--- config.mk ---
export PLATFORM = sky130hd
export DESIGN_NAME = ir_line_emitter
export DESIGN_NICKNAME = d
export VERILOG_FILES = /design/src/rtl/ir_line_emitter.sv
export SDC_FILE = /design/constraint.sdc
export NUM_CORES = 1
export LEC_CHECK = 0
export ABC_AREA = 1
export CAP_MARGIN = 30
export CORE_UTILIZATION = 54
export CTS_CLUSTER_DIAMETER = 80
export DETAILED_ROUTE_END_ITERATION = 10
export PLACE_DENSITY = 0.79
export SLEW_MARGIN = 0
export SYNTH_ARGS = -nofsm -noshare
export SYNTH_HDL_FRONTEND = slang
export SYNTH_SLANG_ARGS = --single-unit
--- constraint.sdc ---
create_clock -name iClk -period 2.3 [get_ports iClk]
set_clock_uncertainty 0.05 [all_clocks]
set_input_delay 0.345 -clock iClk [delete_from_list [all_inputs] [get_ports iClk]]
set_output_delay 0.345 -clock iClk [all_outputs]
set_load 0.01 [all_outputs]
--- src/rtl/ir_line_emitter.sv ---
// ============================================================================
// Module   : ir_line_emitter
// Purpose  : Streams framed lines (header, payload from SPRAM banks, gap) onto
//            an 8-bit bus with a free-running pixel clock.
// Revision : 1.0 - initial release
// ============================================================================
`default_nettype none

module ir_line_emitter #(
  parameter int CLK_DIV    = 6,
  parameter int LINE_BYTES = 1024,
  parameter int GAP_BYTES  = 4
) (
  input  logic        iClk,
  input  logic        iRst,
  input  logic        iEn,
  input  logic [1:0]  iBank_Ready,
  output logic        oRd_Which,
  output logic [13:0] oRd_Addr,
  output logic        oRd_En,
  input  logic [15:0] iRd_Data,
  output logic        oIR_PCLK,
  output logic [7:0]  oIR_Data,
  output logic        oLine_Done,
  output logic [1:0]  oBank_Free,
  output logic        oBusy
);

  localparam int              CW        = $clog2(CLK_DIV);
  localparam logic [CW-1:0]   SLOT_LAST = CW'(CLK_DIV - 1);
  localparam logic [CW-1:0]   HALF      = CW'(CLK_DIV / 2);
  localparam logic [15:0]     LAST_BYTE = 16'(LINE_BYTES - 1);
  localparam logic [13:0]     LAST_WORD = 14'(LINE_BYTES / 2 - 1);
  localparam logic [15:0]     GAP_LAST  = 16'(GAP_BYTES - 1);

  typedef enum logic [1:0] {IDLE = 2'd0, HDR = 2'd1, PAY = 2'd2, GAP = 2'd3} state_t;

  state_t        state;
  logic [CW-1:0] slot_cnt;
  logic [CW-1:0] slot_nxt;
  logic [15:0]   byte_cnt;
  logic [1:0]    pending;
  logic [1:0]    clr;
  logic          next_bank;
  logic [15:0]   word;
  logic          rd_dly;
  logic          fetch;
  logic          line_end;

  always_comb begin
    slot_nxt = (slot_cnt == SLOT_LAST) ? '0 : slot_cnt + 1'b1;
    // A word is fetched during the slot just before its high byte is shown.
    fetch    = ((state == HDR) && (byte_cnt == 16'd3)) ||
               ((state == PAY) && byte_cnt[0] && (byte_cnt != LAST_BYTE));
    line_end = (state == PAY) && (byte_cnt == LAST_BYTE) && (slot_cnt == SLOT_LAST);
    clr      = 2'b00;
    if (line_end) clr = next_bank ? 2'b10 : 2'b01;
  end

  always_ff @(posedge iClk) begin
    if (iRst) begin
      state      <= IDLE;
      slot_cnt   <= '0;
      byte_cnt   <= '0;
      pending    <= 2'b00;
      next_bank  <= 1'b0;
      word       <= '0;
      rd_dly     <= 1'b0;
      oIR_PCLK   <= 1'b0;
      oIR_Data   <= 8'h00;
      oRd_Which  <= 1'b0;
      oRd_Addr   <= '0;
      oRd_En     <= 1'b0;
      oLine_Done <= 1'b0;
      oBank_Free <= 2'b00;
      oBusy      <= 1'b0;
    end else begin
      slot_cnt   <= slot_nxt;
      oIR_PCLK   <= (slot_nxt >= HALF);
      oRd_En     <= (slot_cnt == '0) && fetch;
      rd_dly     <= oRd_En;
      oLine_Done <= 1'b0;
      oBank_Free <= 2'b00;
      // A new ready pulse beats a clear landing on the same bit.
      pending    <= (pending & ~clr) | iBank_Ready;
      if (rd_dly) word <= iRd_Data;
      if (oRd_En) oRd_Addr <= (oRd_Addr == LAST_WORD) ? '0 : oRd_Addr + 14'd1;

      if (slot_cnt == SLOT_LAST) begin
        case (state)
          IDLE: begin
            if (iEn && pending[next_bank]) begin
              state     <= HDR;
              byte_cnt  <= '0;
              oIR_Data  <= 8'hFF;
              oBusy     <= 1'b1;
              oRd_Which <= next_bank;
              oRd_Addr  <= '0;
            end else begin
              oIR_Data  <= 8'h00;
            end
          end
          HDR: begin
            if (byte_cnt == 16'd3) begin
              state    <= PAY;
              byte_cnt <= '0;
              oIR_Data <= word[15:8];
            end else begin
              byte_cnt <= byte_cnt + 16'd1;
              oIR_Data <= (byte_cnt == 16'd2) ? 8'h80 : 8'h00;
            end
          end
          PAY: begin
            if (byte_cnt == LAST_BYTE) begin
              state      <= GAP;
              byte_cnt   <= '0;
              oIR_Data   <= 8'h00;
              oLine_Done <= 1'b1;
              oBank_Free <= clr;
              next_bank  <= ~next_bank;
              oRd_Addr   <= '0;
            end else begin
              byte_cnt <= byte_cnt + 16'd1;
              oIR_Data <= byte_cnt[0] ? word[15:8] : word[7:0];
            end
          end
          default: begin
            oIR_Data <= 8'h00;
            if (byte_cnt == GAP_LAST) begin
              state <= IDLE;
              oBusy <= 1'b0;
            end else begin
              byte_cnt <= byte_cnt + 16'd1;
            end
          end
        endcase
      end
    end
  end

endmodule

`default_nettype wire

==> results_dict.tcl <==
set metrics [dict create \
    outcome "complete, no violations" \
    synthTopCellsByArea "dfxtp_1, nand2_1, nor2_1" \
    synth-main-ff-cell "dfxtp_1" \
    clock-sinks 70 \
    syn_nets 532 \
    drv_cap 0 \
    dieArea_um2 6767 \
    syn_area_per_cell_um2 6.901 \
    synth_xor_area_share_pct 2.014 \
    ios 50 \
    fillerInstances 542 \
    syn_area_um2 3478 \
    p_per_area_nw_per_um2 560.4 \
    cp.required_ns 2.50 \
    wirelength_um 8153 \
    min_period_over_period_pct 84.12 \
    worst-slew-pin-transition_ns 0.6072 \
    dr.pass1.iters 5 \
    path_clk_slew_ns 0.07 \
    cts_resized 0 \
    async_flop_share_pct 0 \
    dr.first_iter.drc_count 261 \
    die_x_um 82.26 \
    vias 3360 \
    grt_usage_pct 26.32 \
    antenna_found_initial 0 \
    synth_top_family_by_area "simple AND/OR/NAND/NOR gates" \
    start_util_pct 57.39 \
    die_h_um 82.26 \
    crit_type "register to register" \
    dp_slack_ns 0.3286 \
    end_kind "register" \
    hold_path.startpoint "word[0]" \
    critPathArrivalTime_ns 2.13 \
    tns_ns 0 \
    irDropWorstVdd_v 0.0003884 \
    grt_pass1_wl_um 13440 \
    portBuffers 49 \
    ant_nets 0 \
    maxSlewHeadroom_pct 59.48 \
    leakage_nw 1.643 \
    slew_viol_final 0 \
    synth-compound-area-share_pct 11.22 \
    place.gp.congestion 0.8731 \
    wl_per_cell_um 12.90 \
    cts_buffers 9 \
    cts_tree "built" \
    synthDistinctLibCells 37 \
    coreArea_um2 6061 \
    clock_path_buffers 2 \
    nNetsFinal 580 \
    grt_max_degree 24 \
    min_path_type "register to register" \
    grt_pass1_vias 3099 \
    fmax_mhz 516.9 \
    final.setup.worst_slack_ns 0.3653 \
    post_cts_buffers 0 \
    drive_gt1_share_pct 7.002 \
    synthMuxAreaShare_pct 0 \
    dpl.hpwl_um 5951 \
    via_per_inst 5.316 \
    crit_path_top_delay_cell "dfxtp_1" \
    ys_warn_count 0 \
    start_kind "register" \
    synth_adder_area_share_pct 2.518 \
    synthCells 504 \
    worst-path-max-fanout 10 \
    ys_ff_latch 70 \
    cts-root-buf "clkbuf_8" \
    clock_latency_ns 0.35 \
    synth-simple-area-share_pct 35.83 \
    startpoint "byte_cnt[0]" \
    cp_cell_sequence "ha_1 > nand3_1 > inv_1 > nand2_1 > inv_2 > nand2_4 > nand2_2 > nand3_2 > nor2_2 > nor2_4 > nand3_1 > inv_1" \
    hold_viol 0 \
    rsz0062_at_grt "false" \
    setup_viol 0 \
    synthTopCellsByCount "nand2_1, nor2_1, dfxtp_1" \
    cts-htree-levels 3 \
    post-route-min-period_ns 1.935 \
    r2r-start "byte_cnt[0]" \
    holdBufCountCts 0 \
    route.detailed.drc 0 \
    gr-total-overflow 0 \
    yosysMostFrequentCell "nand2_1" \
    rows 28 \
    ys_seq_area_share_pct 40.29 \
    cpPeakStageDelay_ns 0.42 \
    synth_edf_count 0 \
    insertedDiodeCount 0 \
    synth_top_area_share_pct 40.29 \
    area_growth_pct 21.04 \
    yosysTopAreaCell "dfxtp_1" \
]
-- worst max-delay path: cells and delay by family (launching register included) --
family / cells / cell delay [ns]
buffers and inverters: 3 / 0.24
adder cells (fa/ha/maj): 1 / 0.28
flip-flops: 1 / 0.42
AND/OR/NAND/NOR: 8 / 0.84
-- cells by family (layout without fill, tap and decap cells) --
| group | Yosys count | count (layout) |
|---|---|---|
| xor+xnor | 8 | 8 |
| simple gates | 280 | 280 |
| compound gates | 70 | 70 |
| flops | 70 | 70 |
| fa+ha+maj | 7 | 7 |
| buf+inv | 69 | 122 |
-- routing by layer --
metal / up-vias / share of wire (%) / global-route usage (%)
met5: - / 0 / 0
met4: 0 / 1.2 / 8.772
met3: 9 / 4.8 / 6.264
met2: 91 / 49 / 45.37
met1: 1549 / 45 / 32.00
li1: 1711 / - / -
-- path summary, 6_finish.rpt --
check	end	slack, ns	cells past startpoint
max	byte_cnt[11]	0.37	12
min	word[0]	0.41	2
max reg2reg	byte_cnt[11]	0.37	12
min reg2reg	word[0]	0.41	2
-- where the power goes --
| group | internal, mW | switching (mW) | total (mW) |
|---|---|---|---|
| clock | 0.564 | 0.475 | 1.04 |
| sequential | 1.22 | 0.00628 | 1.23 |
| combinational | 0.0472 | 0.0480 | 0.0952 |
| total | 1.83 | 0.529 | 2.36 |
-- cell type report --
cell class                      count  area (um2)  area share, %
Tap cell                           75       93.84          2.229
Clock buffer                       12       155.1          3.685
Timing Repair Buffer               51       505.5          12.01
Inverter                           55       206.4          4.903
Clock inverter                      4       53.80          1.278
Multi-Input combinational cell    365        1794          42.62
Sequential cell                    70        1401          33.28
-- per-stage QoR --
stage | hold slack, ns | instances | instance area [um2] | total power, mW | util, %
final | 0.4144 | 632 | 4210 | 2.359 | 69.47
after global routing | 0.4293 | 632 | 4210 | 2.438 | 69.47
after CTS | 0.4113 | 632 | 4210 | 2.367 | 69.47
after detailed placement | 0.4007 | 616 | 4001 | 1.348 | 66.02
after global placement | 0.3936 | 616 | 4001 | 1.345 | 66.02
after floorplan | 0.3745 | 504 | 3478 | 1.297 | -
-- sequential cells by signal, indices dropped and copies added, names as in the netlist --
name	flops
oRd_Which	1
oBusy	1
rd_dly	1
oRd_En	1
oIR_Data	8
next_bank	1
pending	2
state	2
oRd_Addr	14
slot_cnt	3
oLine_Done	1
oBank_Free	2
word	16
oIR_PCLK	1
byte_cnt	16
-- placed cells by master (no fill, tap or decap) --
master,instances
a211oi_1,1
a21oi_1,28
a21oi_4,1
a311oi_1,1
a31o_2,1
buf_4,2
bufinv_16,1
clkbuf_1,1
clkbuf_8,11
clkdlybuf4s50_1,49
clkinv_1,1
clkinvlp_4,2
dfxtp_1,70
ha_1,7
inv_1,51
inv_2,3
inv_6,1
nand2_1,107
nand2_2,4
nand2_4,2
nand3_1,46
nand3_2,2
nand4_1,5
nand4_2,1
nand4_4,1
nor2_1,90
nor2_2,2
nor2_4,4
nor3_1,12
nor3b_1,1
nor4_1,2
o21a_1,2
o21ai_0,30
o21ai_1,2
o21ai_2,1
o21bai_1,1
o311ai_0,2
or2_1,1
xnor2_1,4
xor2_1,4
No activity file was read; power rests on OpenSTA's default activity.
==> patch (config.mk and constraints unchanged) <==
The 4 states of `state_t` get a one-hot encoding in 4 bits.
--- a/src/rtl/ir_line_emitter.sv
+++ b/src/rtl/ir_line_emitter.sv
@@ -33,7 +33,7 @@
   localparam logic [13:0]     LAST_WORD = 14'(LINE_BYTES / 2 - 1);
   localparam logic [15:0]     GAP_LAST  = 16'(GAP_BYTES - 1);
 
-  typedef enum logic [1:0] {IDLE = 2'd0, HDR = 2'd1, PAY = 2'd2, GAP = 2'd3} state_t;
+  typedef enum logic [3:0] {IDLE = 4'b0001, HDR = 4'b0010, PAY = 4'b0100, GAP = 4'b1000} state_t;
 
   state_t        state;
   logic [CW-1:0] slot_cnt;
Function: same outputs for any inputs over 10 cycles, from zero or initial values and one cycle with iRst high; not proved beyond that.
==> patch against the unedited design <==
- the run now ends with design-rule violations left
- design area up 6.0%
- die area up 5.5%
- worst setup slack better by 29 ps
- routed wire length up 5.9%
- synthesized cell count up 3.4%
- sequential share of layout area down 1.0 points
- combinational power up 11%
- count of clock-buffer cells in the layout down 2
- synthesized area up 5.7%
- total power up 0.96%
- sequential cell count up 2
- core utilization down 0.35 points
==> patch: results (changes against the unedited design) <==
| Metric | Value |
|---|---|
| Result of the run | `complete, but fails checks` |
| Failing checks | `design-rule violations` |
| Number of unique standard cell types used by synthesis | `41 (+11%)` |
| Total number of vias | `3508 (+4.4%)` |
| Number of instances in the placed design | `642 (+4.2%)` |
| Maximum VDD drop | `0.000461 V (+19%)` |
| Clock slew at reported path FFs | `80 ps` |
| Most frequently used flop master after synthesis | `dfxtp_1` |
| Clock buffers created by TritonCTS | `9 (unchanged)` |
| Filler cell count | `570 (+5.2%)` |
| Placed standard-cell area | `4270 µm² (+6.7%)` |
| Vias in the first global route | `3292 (+6.2%)` |
| Number of antenna violations at the first check in global routing | `0 (unchanged)` |
| Most used standard cells in the synthesized netlist | `nand2_1 (118), nor2_1 (83), dfxtp_1 (72)` |
| Maximum fanout encountered on the critical timing path | `11 (+1)` |
| Global placer's final weighted congestion | `0.803 (-8.0%)` |
| Insertion delay of the later-clocked pin in the worst-skew pair | `360 ps` |
| Fraction of layout cells with a size suffix above 1 | `12.6% (+5.6 points)` |
| Seq/Total Area, Yosys | `39.2% (-1.1 points)` |
| Number of buffers added to fix hold violations after cts | `0 (unchanged)` |
| Buffer levels on the longest clock path | `2 (unchanged)` |
| H-tree depth reported by CTS | `3 (unchanged)` |
| Pre-CTS WS | `334 ps (+5.33 ps)` |
| Registers with the most flip-flops | `byte_cnt (16), word (16), oRd_Addr (14)` |
| DRC | `2 (+2)` |
| Cell at the root of the clock tree | `clkbuf_8` |
| First-pass GRT wire length | `14.6 mm (+8.6%)` |
| Cell count after synthesis | `521 (+3.4%)` |
| Post-Synthesis Net Count | `545 (+2.4%)` |
| Headroom to the max-slew limit | `64.8% (+5.3 points)` |
| Detailed Routing Iterations Pass 1 | `10 (+5)` |
| Number of buffers added for setup after CTS | `0 (unchanged)` |
| Pin count of the biggest net entering global routing | `24 (unchanged)` |
| Static Leakage | `1.79 nW (+9.1%)` |
| Nets@finish | `600 (+3.4%)` |
| Count of buffers from port buffering | `49 (unchanged)` |
| Hold Path Class | `flop to flop` |
| Non-filler cells in the finished layout | `658 (+4.1%)` |
| Count of instances resized after the clock tree is built | `0 (unchanged)` |
| Yosys warnings | `0 (unchanged)` |
| Gate family responsible for the most delay along the worst path | `simple AND/OR/NAND/NOR gates` |
| Max stage delay cell, worst path | `dfxtp_1` |
| DPL Wire Length | `6.18 mm (+3.8%)` |
| Arrival time of data at the critical path endpoint | `2110 ps (-20 ps)` |
| Diodes inserted | `0 (unchanged)` |
| Overall global routing resource usage | `25.7% (-0.61 points)` |
| Total length of routed wires | `8.63 mm (+5.9%)` |
| Largest incremental delay on the critical path | `390 ps (-30 ps)` |
| Top cells by area, synth | `dfxtp_1 (39%), nand2_1 (12%), nor2_1 (8.5%)` |
| Relative area change from synthesis to final layout | `21.4%` |
| Initial detailed-routing violation count | `281 (+7.7%)` |
[patch: cell types whose count changed after synthesis, moves of 4 or more]
cell	unedited run	this run
nand2_4	2	6
ha_1	7	3
nor2_4	4	8
nor2_2	2	10
nor3_1	12	8
nand2_1	107	118
inv_1	51	40
nor2_1	90	83
[patch: worst paths after layout]
kind	cells past startpoint	slack [ps]	end	start
hold reg to reg	2	420	oIR_Data[6]	oIR_Data[6]
hold / removal	2	420	oIR_Data[6]	oIR_Data[6]
setup / recovery	11	390	byte_cnt[6]	byte_cnt[1]
setup reg to reg	11	390	byte_cnt[6]	byte_cnt[1]
[patch: cell type report]
cell class | count | share of cell area [%]
Multi-Input combinational cell | 387 | 43.9
Clock inverter | 6 | 1.54
Sequential cell | 72 | 32.3
Inverter | 48 | 4.23
Timing Repair Buffer | 58 | 13.1
Clock buffer | 10 | 2.86
Tap cell | 77 | 2.16
[patch: worst register-to-register path, delay by kind of cell (launching register included)]
| family | cells | cell delay (ps) |
|---|---|---|
| flip-flops | 1 | 390 |
| buffers and inverters | 3 | 350 |
| AO/OA/AOI/OAI | 1 | 170 |
| AND/OR/NAND/NOR | 6 | 590 |
| adder cells (fa/ha/maj) | 1 | 260 |
[patch: routing by layer]
metal  routed length (µm)  vias to the layer above  GRT usage, %
met3                  565                       24          4.13
li1                     -                     1790             -
met4                  218                        0          12.3
met2                 4000                      135          42.6
met5                    0                        -             0
met1                 3840                     1559          32.8
[patch: cells by family after synthesis]
family,share of synthesized area (%)
and+or+nand+nor,40.2
DFF,39.2
AOI/OAI and AO/OA,10.9
buffers and inverters,7.52
xor gates and xnor gates,1.19
adders and majority gates,1.02
[patch: report_power, final]
| group | internal (mW) | switching [mW] |
|---|---|---|
| logic | 0.0534 | 0.0522 |
| registers | 1.25 | 0.00520 |
| clock network | 0.507 | 0.511 |
| total | 1.81 | 0.568 |
